File: src/rtl/multicycle_controller_if.sv
// Control/status bundle between the multicycle sequencer and the MIPS datapath/memory.
interface multicycle_controller_if;
    // Memory handshake: mem_read/mem_write is a request held high while the sequencer
    // waits; a transfer completes on the rising edge where mem_ready is high together
    // with the request (ready in the same cycle as the request is allowed).
    logic [31:0] ir;
    logic        sig_branch;
    logic        mem_ready;
    logic        mem_read;
    logic        mem_write;
    logic        iord;
    logic        ir_write;
    logic        pc_write;
    logic [1:0]  pc_src;
    logic        alu_src_a;
    logic        alu_src_b;
    logic [5:0]  alu_opcode;
    logic [5:0]  alu_control;
    logic        reg_write;
    logic        reg_dst;
    logic        mem_to_reg;
    logic        instr_retired;
    logic        illegal_instr;
    logic        bus_error;
    logic [31:0] retired_count;
    logic [31:0] cycle_count;
    logic [2:0]  state;

    modport master (
        input  ir, sig_branch, mem_ready,
        output mem_read, mem_write, iord, ir_write, pc_write, pc_src,
               alu_src_a, alu_src_b, alu_opcode, alu_control,
               reg_write, reg_dst, mem_to_reg, instr_retired, illegal_instr,
               bus_error, retired_count, cycle_count, state
    );

    modport slave (
        output ir, sig_branch, mem_ready,
        input  mem_read, mem_write, iord, ir_write, pc_write, pc_src,
               alu_src_a, alu_src_b, alu_opcode, alu_control,
               reg_write, reg_dst, mem_to_reg, instr_retired, illegal_instr,
               bus_error, retired_count, cycle_count, state
    );
endinterface

File: src/rtl/multicycle_controller.sv
// Multi-cycle FETCH/DECODE/EXECUTE/MEM/WB sequencer for the 32-bit MIPS core,
// with retire/cycle counters and a memory-hang watchdog that parks the core in HALT.
module multicycle_controller #(
    parameter int MEM_TIMEOUT = 255,
    parameter int CNT_W       = 8
) (
    input  logic                    clk,
    input  logic                    reset,
    multicycle_controller_if.master bus
);
    typedef enum logic [2:0] {
        FETCH   = 3'd0,
        DECODE  = 3'd1,
        EXECUTE = 3'd2,
        MEM     = 3'd3,
        WB      = 3'd4,
        HALT    = 3'd7
    } state_t;

    localparam logic [CNT_W-1:0] TIMEOUT_VAL = CNT_W'(MEM_TIMEOUT);

    state_t           state_q, state_d;
    logic [CNT_W-1:0] wait_cnt;
    logic [31:0]      retired_q, cycles_q;
    logic             bus_error_q;

    logic [5:0] op, funct;
    logic       is_rtype, is_ialu, is_branch, is_load, is_store, is_jump, is_legal;
    logic       timed_out, halt_enter;

    logic       mem_read, mem_write, iord, ir_write, pc_write;
    logic [1:0] pc_src;
    logic       alu_src_a, alu_src_b;
    logic [5:0] alu_opcode, alu_control;
    logic       reg_write, reg_dst, mem_to_reg, retire, illegal;

    assign op    = bus.ir[31:26];
    assign funct = bus.ir[5:0];

    assign is_rtype  = (op == 6'h00) && (funct inside {6'h20, 6'h21, 6'h22, 6'h23, 6'h24, 6'h25,
                                                       6'h27, 6'h03, 6'h02, 6'h00, 6'h2B, 6'h2A});
    assign is_ialu   = op inside {6'h08, 6'h09, 6'h0C, 6'h0D, 6'h0F, 6'h0A, 6'h0B};
    assign is_branch = op inside {6'h04, 6'h05};
    assign is_load   = op inside {6'h23, 6'h24, 6'h25, 6'h30};
    assign is_store  = op inside {6'h28, 6'h29, 6'h2B};
    assign is_jump   = (op == 6'h02);
    assign is_legal  = is_rtype | is_ialu | is_branch | is_load | is_store | is_jump;

    // mem_ready on the timeout cycle completes the access instead of halting.
    assign timed_out = (wait_cnt == TIMEOUT_VAL) && !bus.mem_ready;

    always_comb begin
        state_d     = state_q;
        mem_read    = 1'b0;
        mem_write   = 1'b0;
        iord        = 1'b0;
        ir_write    = 1'b0;
        pc_write    = 1'b0;
        pc_src      = 2'b00;
        alu_src_a   = 1'b0;
        alu_src_b   = 1'b0;
        alu_opcode  = 6'h00;
        alu_control = 6'h00;
        reg_write   = 1'b0;
        reg_dst     = 1'b0;
        mem_to_reg  = 1'b0;
        retire      = 1'b0;
        illegal     = 1'b0;
        halt_enter  = 1'b0;
        if (!reset) begin
            case (state_q)
                FETCH: begin
                    mem_read    = 1'b1;
                    alu_src_b   = 1'b1;
                    alu_control = 6'h21;
                    if (bus.mem_ready) begin
                        ir_write = 1'b1;
                        pc_write = 1'b1;
                        state_d  = DECODE;
                    end else if (timed_out) begin
                        halt_enter = 1'b1;
                        state_d    = HALT;
                    end
                end
                DECODE: begin
                    if (is_jump) begin
                        pc_write = 1'b1;
                        pc_src   = 2'b10;
                        retire   = 1'b1;
                        state_d  = FETCH;
                    end else if (!is_legal) begin
                        illegal = 1'b1;
                        state_d = FETCH;
                    end else begin
                        state_d = EXECUTE;
                    end
                end
                EXECUTE, MEM, WB: begin
                    // The ALU keeps seeing the instruction's own selects through MEM and WB.
                    alu_src_a   = 1'b1;
                    alu_opcode  = op;
                    alu_control = funct;
                    if (state_q == EXECUTE) begin
                        if (is_branch) begin
                            pc_write = bus.sig_branch;
                            pc_src   = 2'b01;
                            retire   = 1'b1;
                            state_d  = FETCH;
                        end else if (is_load || is_store) begin
                            state_d = MEM;
                        end else begin
                            state_d = WB;
                        end
                    end else if (state_q == MEM) begin
                        iord      = 1'b1;
                        mem_read  = is_load;
                        mem_write = is_store;
                        if (bus.mem_ready) begin
                            retire  = is_store;
                            state_d = is_store ? FETCH : WB;
                        end else if (timed_out) begin
                            halt_enter = 1'b1;
                            state_d    = HALT;
                        end
                    end else begin
                        reg_write  = 1'b1;
                        reg_dst    = is_rtype;
                        mem_to_reg = is_load;
                        retire     = 1'b1;
                        state_d    = FETCH;
                    end
                end
                HALT: state_d = HALT;
                default: state_d = FETCH;
            endcase
        end
    end

    always_ff @(posedge clk) begin
        if (reset) begin
            state_q     <= FETCH;
            wait_cnt    <= '0;
            retired_q   <= 32'd0;
            cycles_q    <= 32'd0;
            bus_error_q <= 1'b0;
        end else begin
            state_q <= state_d;
            if (state_d != state_q)
                wait_cnt <= '0;
            else if ((state_q == FETCH || state_q == MEM) && !bus.mem_ready)
                wait_cnt <= wait_cnt + 1'b1;
            if (retire)
                retired_q <= retired_q + 32'd1;
            if (state_q != HALT)
                cycles_q <= cycles_q + 32'd1;
            if (halt_enter)
                bus_error_q <= 1'b1;
        end
    end

    assign bus.mem_read      = mem_read;
    assign bus.mem_write     = mem_write;
    assign bus.iord          = iord;
    assign bus.ir_write      = ir_write;
    assign bus.pc_write      = pc_write;
    assign bus.pc_src        = pc_src;
    assign bus.alu_src_a     = alu_src_a;
    assign bus.alu_src_b     = alu_src_b;
    assign bus.alu_opcode    = alu_opcode;
    assign bus.alu_control   = alu_control;
    assign bus.reg_write     = reg_write;
    assign bus.reg_dst       = reg_dst;
    assign bus.mem_to_reg    = mem_to_reg;
    assign bus.instr_retired = retire;
    assign bus.illegal_instr = illegal;
    assign bus.bus_error     = bus_error_q;
    assign bus.retired_count = retired_q;
    assign bus.cycle_count   = cycles_q;
    assign bus.state         = state_q;
endmodule
File: src/flat_wrapper.sv
// flat-port wrapper written by rule: the top's interface ports become plain ports
module multicycle_controller_flat 
#(
    parameter int MEM_TIMEOUT = 255,
    parameter int CNT_W       = 8
)
  (clk, reset, bus_ir, bus_sig_branch, bus_mem_ready, bus_mem_read, bus_mem_write, bus_iord, bus_ir_write, bus_pc_write, bus_pc_src, bus_alu_src_a, bus_alu_src_b, bus_alu_opcode, bus_alu_control, bus_reg_write, bus_reg_dst, bus_mem_to_reg, bus_instr_retired, bus_illegal_instr, bus_bus_error, bus_retired_count, bus_cycle_count, bus_state);
  multicycle_controller_if bus_i ();
  input  logic clk;
  input  logic reset;
  input wire logic [$bits(bus_i.ir)-1:0] bus_ir;
  input wire logic [$bits(bus_i.sig_branch)-1:0] bus_sig_branch;
  input wire logic [$bits(bus_i.mem_ready)-1:0] bus_mem_ready;
  output wire logic [$bits(bus_i.mem_read)-1:0] bus_mem_read;
  output wire logic [$bits(bus_i.mem_write)-1:0] bus_mem_write;
  output wire logic [$bits(bus_i.iord)-1:0] bus_iord;
  output wire logic [$bits(bus_i.ir_write)-1:0] bus_ir_write;
  output wire logic [$bits(bus_i.pc_write)-1:0] bus_pc_write;
  output wire logic [$bits(bus_i.pc_src)-1:0] bus_pc_src;
  output wire logic [$bits(bus_i.alu_src_a)-1:0] bus_alu_src_a;
  output wire logic [$bits(bus_i.alu_src_b)-1:0] bus_alu_src_b;
  output wire logic [$bits(bus_i.alu_opcode)-1:0] bus_alu_opcode;
  output wire logic [$bits(bus_i.alu_control)-1:0] bus_alu_control;
  output wire logic [$bits(bus_i.reg_write)-1:0] bus_reg_write;
  output wire logic [$bits(bus_i.reg_dst)-1:0] bus_reg_dst;
  output wire logic [$bits(bus_i.mem_to_reg)-1:0] bus_mem_to_reg;
  output wire logic [$bits(bus_i.instr_retired)-1:0] bus_instr_retired;
  output wire logic [$bits(bus_i.illegal_instr)-1:0] bus_illegal_instr;
  output wire logic [$bits(bus_i.bus_error)-1:0] bus_bus_error;
  output wire logic [$bits(bus_i.retired_count)-1:0] bus_retired_count;
  output wire logic [$bits(bus_i.cycle_count)-1:0] bus_cycle_count;
  output wire logic [$bits(bus_i.state)-1:0] bus_state;
  assign bus_i.ir = bus_ir;
  assign bus_i.sig_branch = bus_sig_branch;
  assign bus_i.mem_ready = bus_mem_ready;
  assign bus_mem_read = bus_i.mem_read;
  assign bus_mem_write = bus_i.mem_write;
  assign bus_iord = bus_i.iord;
  assign bus_ir_write = bus_i.ir_write;
  assign bus_pc_write = bus_i.pc_write;
  assign bus_pc_src = bus_i.pc_src;
  assign bus_alu_src_a = bus_i.alu_src_a;
  assign bus_alu_src_b = bus_i.alu_src_b;
  assign bus_alu_opcode = bus_i.alu_opcode;
  assign bus_alu_control = bus_i.alu_control;
  assign bus_reg_write = bus_i.reg_write;
  assign bus_reg_dst = bus_i.reg_dst;
  assign bus_mem_to_reg = bus_i.mem_to_reg;
  assign bus_instr_retired = bus_i.instr_retired;
  assign bus_illegal_instr = bus_i.illegal_instr;
  assign bus_bus_error = bus_i.bus_error;
  assign bus_retired_count = bus_i.retired_count;
  assign bus_cycle_count = bus_i.cycle_count;
  assign bus_state = bus_i.state;
  multicycle_controller #(.MEM_TIMEOUT(MEM_TIMEOUT), .CNT_W(CNT_W)) u_core (.clk(clk), .reset(reset), .bus(bus_i));
endmodule
File: config.mk
export PLATFORM = sky130hd
export DESIGN_NAME = multicycle_controller_flat
export DESIGN_NICKNAME = d
export VERILOG_FILES = /design/src/rtl/multicycle_controller_if.sv /design/src/rtl/multicycle_controller.sv /design/src/flat_wrapper.sv
export SDC_FILE = /design/constraint.sdc
export NUM_CORES = 1
export LEC_CHECK = 0
export ABC_AREA = 1
export CAP_MARGIN = 20
export CORE_MARGIN = 4
export CORE_UTILIZATION = 52
export CTS_CLUSTER_DIAMETER = 200
export DETAILED_ROUTE_END_ITERATION = 10
export MAX_ROUTING_LAYER = met4
export PLACE_DENSITY = 0.88
export SYNTH_ARGS = -nofsm -noshare
export SYNTH_HDL_FRONTEND = slang
export SYNTH_SLANG_ARGS = --single-unit
File: constraint.sdc
create_clock -name clk -period 2.7 [get_ports clk]
set_input_delay 0.54 -clock clk [delete_from_list [all_inputs] [get_ports clk]]
set_output_delay 0.54 -clock clk [all_outputs]
set_load 0.01 [all_outputs]
; ---- Word level (Yosys, flattened, before mapping)
; Cells that the tools add are included.
[word_totals]
ff_bits = 76
latch_bits = 0
ramBits = 0
rom_bits = 0
input_bits = 36
wordCells = 138
n_memories = 0
[op_classes]
add_sub_neg = 3
mul = 0
div = 0
order_cmp = 0
n_eq_ne = 36
shift = 0
n_mux = 73
bitwise_logic = 5
n_reduce_logical = 16
[ops]
columns = operator, count
row1 = $eq 6x6->1 const B, 16
row2 = $add 32x1->32 const B, 2
row3 = $mux 1, 49
row4 = $eq 6x4->1 const B, 7
row5 = $mux 3, 10
row6 = $eq 6x2->1 const B, 3
row7 = $mux 6, 3
row8 = $eq 6x3->1 const B, 2
row9 = $logic_not 6->1, 2
row10 = $pmux 3 s4, 1
row11 = $pmux 6 s2, 1
row12 = $reduce_bool 12->1, 1
row13 = $add 8x1->8 const B, 1
row14 = $eq 8x8->1 const B, 1
row15 = $mux 2, 4
row16 = $reduce_bool 7->1, 1
row17 = $eq 3x2->1 const B, 2
row18 = $eq 3x3->1 const B, 2
row19 = $pmux 1 s2, 3
row20 = $or 1x1->1, 5
row21 = $pmux 2 s2, 1
row22 = $reduce_bool 4->1, 1
row23 = $eq 3x1->1 const B, 1
row24 = $logic_and 1x1->1, 3
row25 = other kinds (10), 11

; ---- Logic depth before layout (Yosys ltp)
[depth]
word_depth = 14
depth_mapped = 13
depth_no_buf = 12

; ---- Least setup slack after synthesis
; Ideal clock, no wire load.
[synth_path]
path_type = input to output
from = in reset
to = out bus_alu_control[2]
arrival_ns = 1.473
required_ns = 2.160
setup_slack_ns = 0.687
path_stages = 4
path_buffers = 3
cell_sequence = clkbuf_1 > clkbuf_1 > clkbuf_1 > nor2_1
[synth_via]
elab_chain_len = 1
[synth_lines]
columns = element, line_no
row1 = "start, declared", flat_wrapper.sv:10  ; input logic reset;
row2 = $mux 6, multicycle_controller.sv:70  ; if (!reset) begin
row3 = "end, declared", flat_wrapper.sv:23  ; output wire logic [$bits(bus_i.alu_control)-1:0] bus_alu_control;
; No other way between the ends.

; ---- Worst setup path in the final report
[layout_path]
from = in bus_ir[31]
to = out bus_instr_retired
[layout_via]
elab_chain_len = 7
elab_cells_between_ends = 15
classes_between = 6 x eq/ne / 7 x mux / 2 x reduce/logical
[layout_lines]
columns = element, line_no
row1 = "start, declared", flat_wrapper.sv:11  ; input wire logic [$bits(bus_i.ir)-1:0] bus_ir;
row2 = $eq 6x6->1, multicycle_controller.sv:45  ; assign is_store = op inside {6'h28, 6'h29, 6'h2B};
row3 = $reduce_bool 3->1, multicycle_controller.sv:45
row4 = $mux 1, multicycle_controller.sv:118  ; if (bus.mem_ready) begin
row5 = $mux 1, multicycle_controller.sv:114  ; end else if (state_q == MEM) begin
row6 = $mux 1, multicycle_controller.sv:103  ; if (state_q == EXECUTE) begin
row7 = $pmux 1 s2 *, multicycle_controller.sv:71  ; case (state_q)
row8 = $mux 1 *, multicycle_controller.sv:70
row9 = "end, declared", flat_wrapper.sv:27  ; output wire logic [$bits(bus_i.instr_retired)-1:0] bus_instr_retired;
; Mark *: on every way between the ends. The rest lies on a longest branch, timed or not.

==> summary.md <==
| Metric | Value |
|---|---|
| Status | finished clean |
| Initial DRC count | between 200 and 250 |
| CTS tree | built |
| Synth Instances | 688 |
| Hold path depth | 2 |
| TritonCTS buffer count | 9 |
| Pre-CTS setup slack | -251.0 ps |
| Die Ht | ~100 µm |
| Post-route insts no fill | 925 |
| Vias in the first global route | 4948 |
| Worst slew pin tran | 526.7 ps |
| Hold Path Class | flip-flop to flip-flop |
| Reg-to-reg slack, setup | between 700 and 800 ps |
| R2R Path Start | u_core.bus.state[1] |
| Setup TNS | 0 ps |
| Top cells by area, synth | dfxtp_1, nand2_1, nor2_1 |
| Inserted Diodes | 0 |
| Unique masters post-synth | 38 |
| Synthesis-to-layout area growth | 33.64% |
| Critical-path cell list | clkdlybuf4s50_1, inv_1, nor2_4, nand4_1, nand2_1, nand3_2, nand2_4, nand2_8, inv_4, dlygate4sd2_1 |
| Total global routing overflow | 0 |
| Num rows | 33 |
| Cells after DPL | 909 |
| CP max stage cell | clkdlybuf4s50_1 |
| Most common cell in the synthesized netlist | nand2_1 |
| Pleak | around 2.4 nW |
| Die span in x | 101.6 µm |
| Setup violators final | 0 |
| IO Pins | 130 |
| Reg clk slew, reported paths | 100 ps |
| Required time of the critical path | 2160 ps |
| Slew headroom | 0.6489 |
| Clk_lat worst skew | 360 ps |
| Critical Path Fanout Max | 3 |
| Drt wl/cell | roughly 14 µm |
| First-pass GRT wire length | 21940 µm |
| Min Tclk post-route | 2611 ps |
| Hold_sp | u_core.bus.cycle_count[4] |
| Post-synth top area cell | dfxtp_1 |
| Pin count of the biggest net entering global routing | 45 |
| Hold-fix buffers, CTS | 0 |
| MaxCap Viol Count | 0 |
| Yosys top cell area share | 0.3339 |
| GR Util All Layers | 0.2663 |
| CTS root buffer | clkbuf_8 |
| Element type at the critical path end | output pin |
| Initial Util | 0.5437 |
| Main synth FF type | dfxtp_1 |
| WHS | slightly below 500 ps |
| Input/output buffers | 109 |
| WS Path Type | input pin to output pin |
| DP Area | 5858 µm² |
| WL final | 13080 µm |
| # H-tree levels | 3 |
| Register area share after synthesis | 0.3339 |
| Post-route DRC violation count | 0 |
| Nets@finish | around 850 |
| #FFs+latches synth | 76 |
| Fmax | 0.3830 GHz |
| Routed Antenna Nets | 0 |
| Pins Over Slew Limit | 0 |
| Final Cell Area | 6090 µm² |
| Reg2Reg Depth | 11 |
| Core area | 8382 µm² |
| Final setup skew | 20.74 ps |
| Die area | 10320 µm² |
| Final setup margin | ~89 ps |
| Critical path buffers and inverters | 4 |
| RSZ-0062 raised after global routing | no |
| Ys async rst share | 0 |
| Critical R2R Capture | u_core.bus.retired_count[8] |
| CTS sink cnt | 76 |
| Post-Syn Nets | 727 |
| Drt first pass iters | 5 |
| Final count of hold timing violations | 0 |
| Avg Inst Size Synth | about 6.6 µm² |
| Top cells by count, synth | nand2_1, nor2_1, dfxtp_1 |
| Crit share post-route | 0.9670 |
| Worst vdd ir | 0.2422 mV |
| Layout cell share with drive strength beyond 1 | 0.1146 |
| Antenna violations before repair | 0 |
| Critical path arrival | about 2100 ps |
| Post-DP HPWL | between 9000 and 10000 µm |
| Post-CTS Setup Inserts | 0 |
| RD Place Congestion | roughly 0.89 |
| Vias | 4978 |
| CP peak stage delay | 530 ps |
| Mapped Area | 4557 µm² |
| EDFF count, synth | 0 |
| Ys Warns | 0 |
| CTS max path bufs | 2 |
| Hold EP | u_core.bus.cycle_count[4] |
| Startpoint Class | input pin |
| DR vias/cell | 5.382 |
| Power, Total | 2.262 mW |
| PwrDens | approximately 370 nW/µm² |
| CP delay by family, top | buffers and inverters |
| Fin util | 0.7265 |
[how the worst max path moves through the flow]
stage,start,end,slack (ps),depth (start not counted)
after floorplan,reset,bus_alu_control[2],690,4
after global placement,bus_ir[29],bus_instr_retired,-190,10
after detailed placement,bus_ir[31],bus_instr_retired,-250,10
after CTS,bus_ir[26],bus_pc_src[1],20,7
after global routing,u_core.bus.state[1],bus_alu_opcode[0],2,8
final,bus_ir[31],bus_instr_retired,90,10
[cells by family (layout without fill, tap and decap cells)]
logic type | after synthesis | count (layout) | synth area share
DFF | 76 | 76 | 0.3339
xor gates and xnor gates | 41 | 41 | 0.07880
buffers and inverters | 97 | 229 | 0.08677
muxes | 1 | 1 | 0.002197
AOI/OAI and AO/OA | 72 | 72 | 0.08457
adders and majority gates | 3 | 3 | 0.008238
and+or+nand+nor | 398 | 398 | 0.4056
[sequential cells by signal, summed over array words and instances, names as in the netlist]
name and cells:
u_core.bus.cycle_count 32, u_core.bus.retired_count 32, u_core.wait_cnt 8, u_core.bus.state 3, u_core.bus.bus_error 1
[cell type report]
| class | instances | area [µm²] |
|---|---|---|
| inverter | 81 | 306.5 |
| fill | 693 | 2292 |
| timing repair buffer | 132 | 1256 |
| clock buffer | 10 | 137.6 |
| tap | 105 | 131.4 |
| sequential | 76 | 1524 |
| clock inverter | 6 | 68.82 |
| multi-input combinational | 515 | 2665 |
[cell usage in the layout (no fill, tap or decap), types with 23 or more instances in the layout]
master / instances
nor2_1: 87
nand3_1: 43
nor3_1: 31
buf_4: 23
dfxtp_1: 74
clkdlybuf4s50_1: 91
inv_1: 71
xor2_1: 28
a21oi_1: 47
nand2_1: 161
[where the power goes]
| group | internal [mW] | switching (mW) | total, mW | leakage (nW) |
|---|---|---|---|---|
| sequential | 1.13 | 0.0109 | 1.14 | 0.614 |
| combinational | 0.0885 | 0.119 | 0.207 | 1.69 |
| clock | 0.459 | 0.456 | 0.915 | 0.103 |
| total | 1.68 | 0.586 | 2.26 | 2.40 |
[worst register-to-register path, stage by stage, from the launching register on]
cell and delay (ps):
dfxtp_2 380, nor2_2 270, nand2_1 120, nor2_1 110
inv_1 90, nand2_4 110, nand2_8 70, inv_4 50
buf_4 250, nand3b_1 150, o21ai_0 170, nor2_1 50
[layer usage]
layer | share of wire | vias to the layer above | track usage | routed length (µm)
li1 | - | 2472 | - | -
met1 | 0.44 | 2299 | 0.3207 | 5703
met2 | 0.47 | 179 | 0.4331 | 6187
met3 | 0.072 | 28 | 0.05854 | 944
met4 | 0.019 | 0 | 0.1033 | 246
met5 | 0 | - | - | 0
[repair_timing]
action | CTS | global route
endpoints found under the setup margin | 16 | 9
pin swaps | 2 | 0
resized for setup | 21 | 9
(Power assumes the default switching activity.)
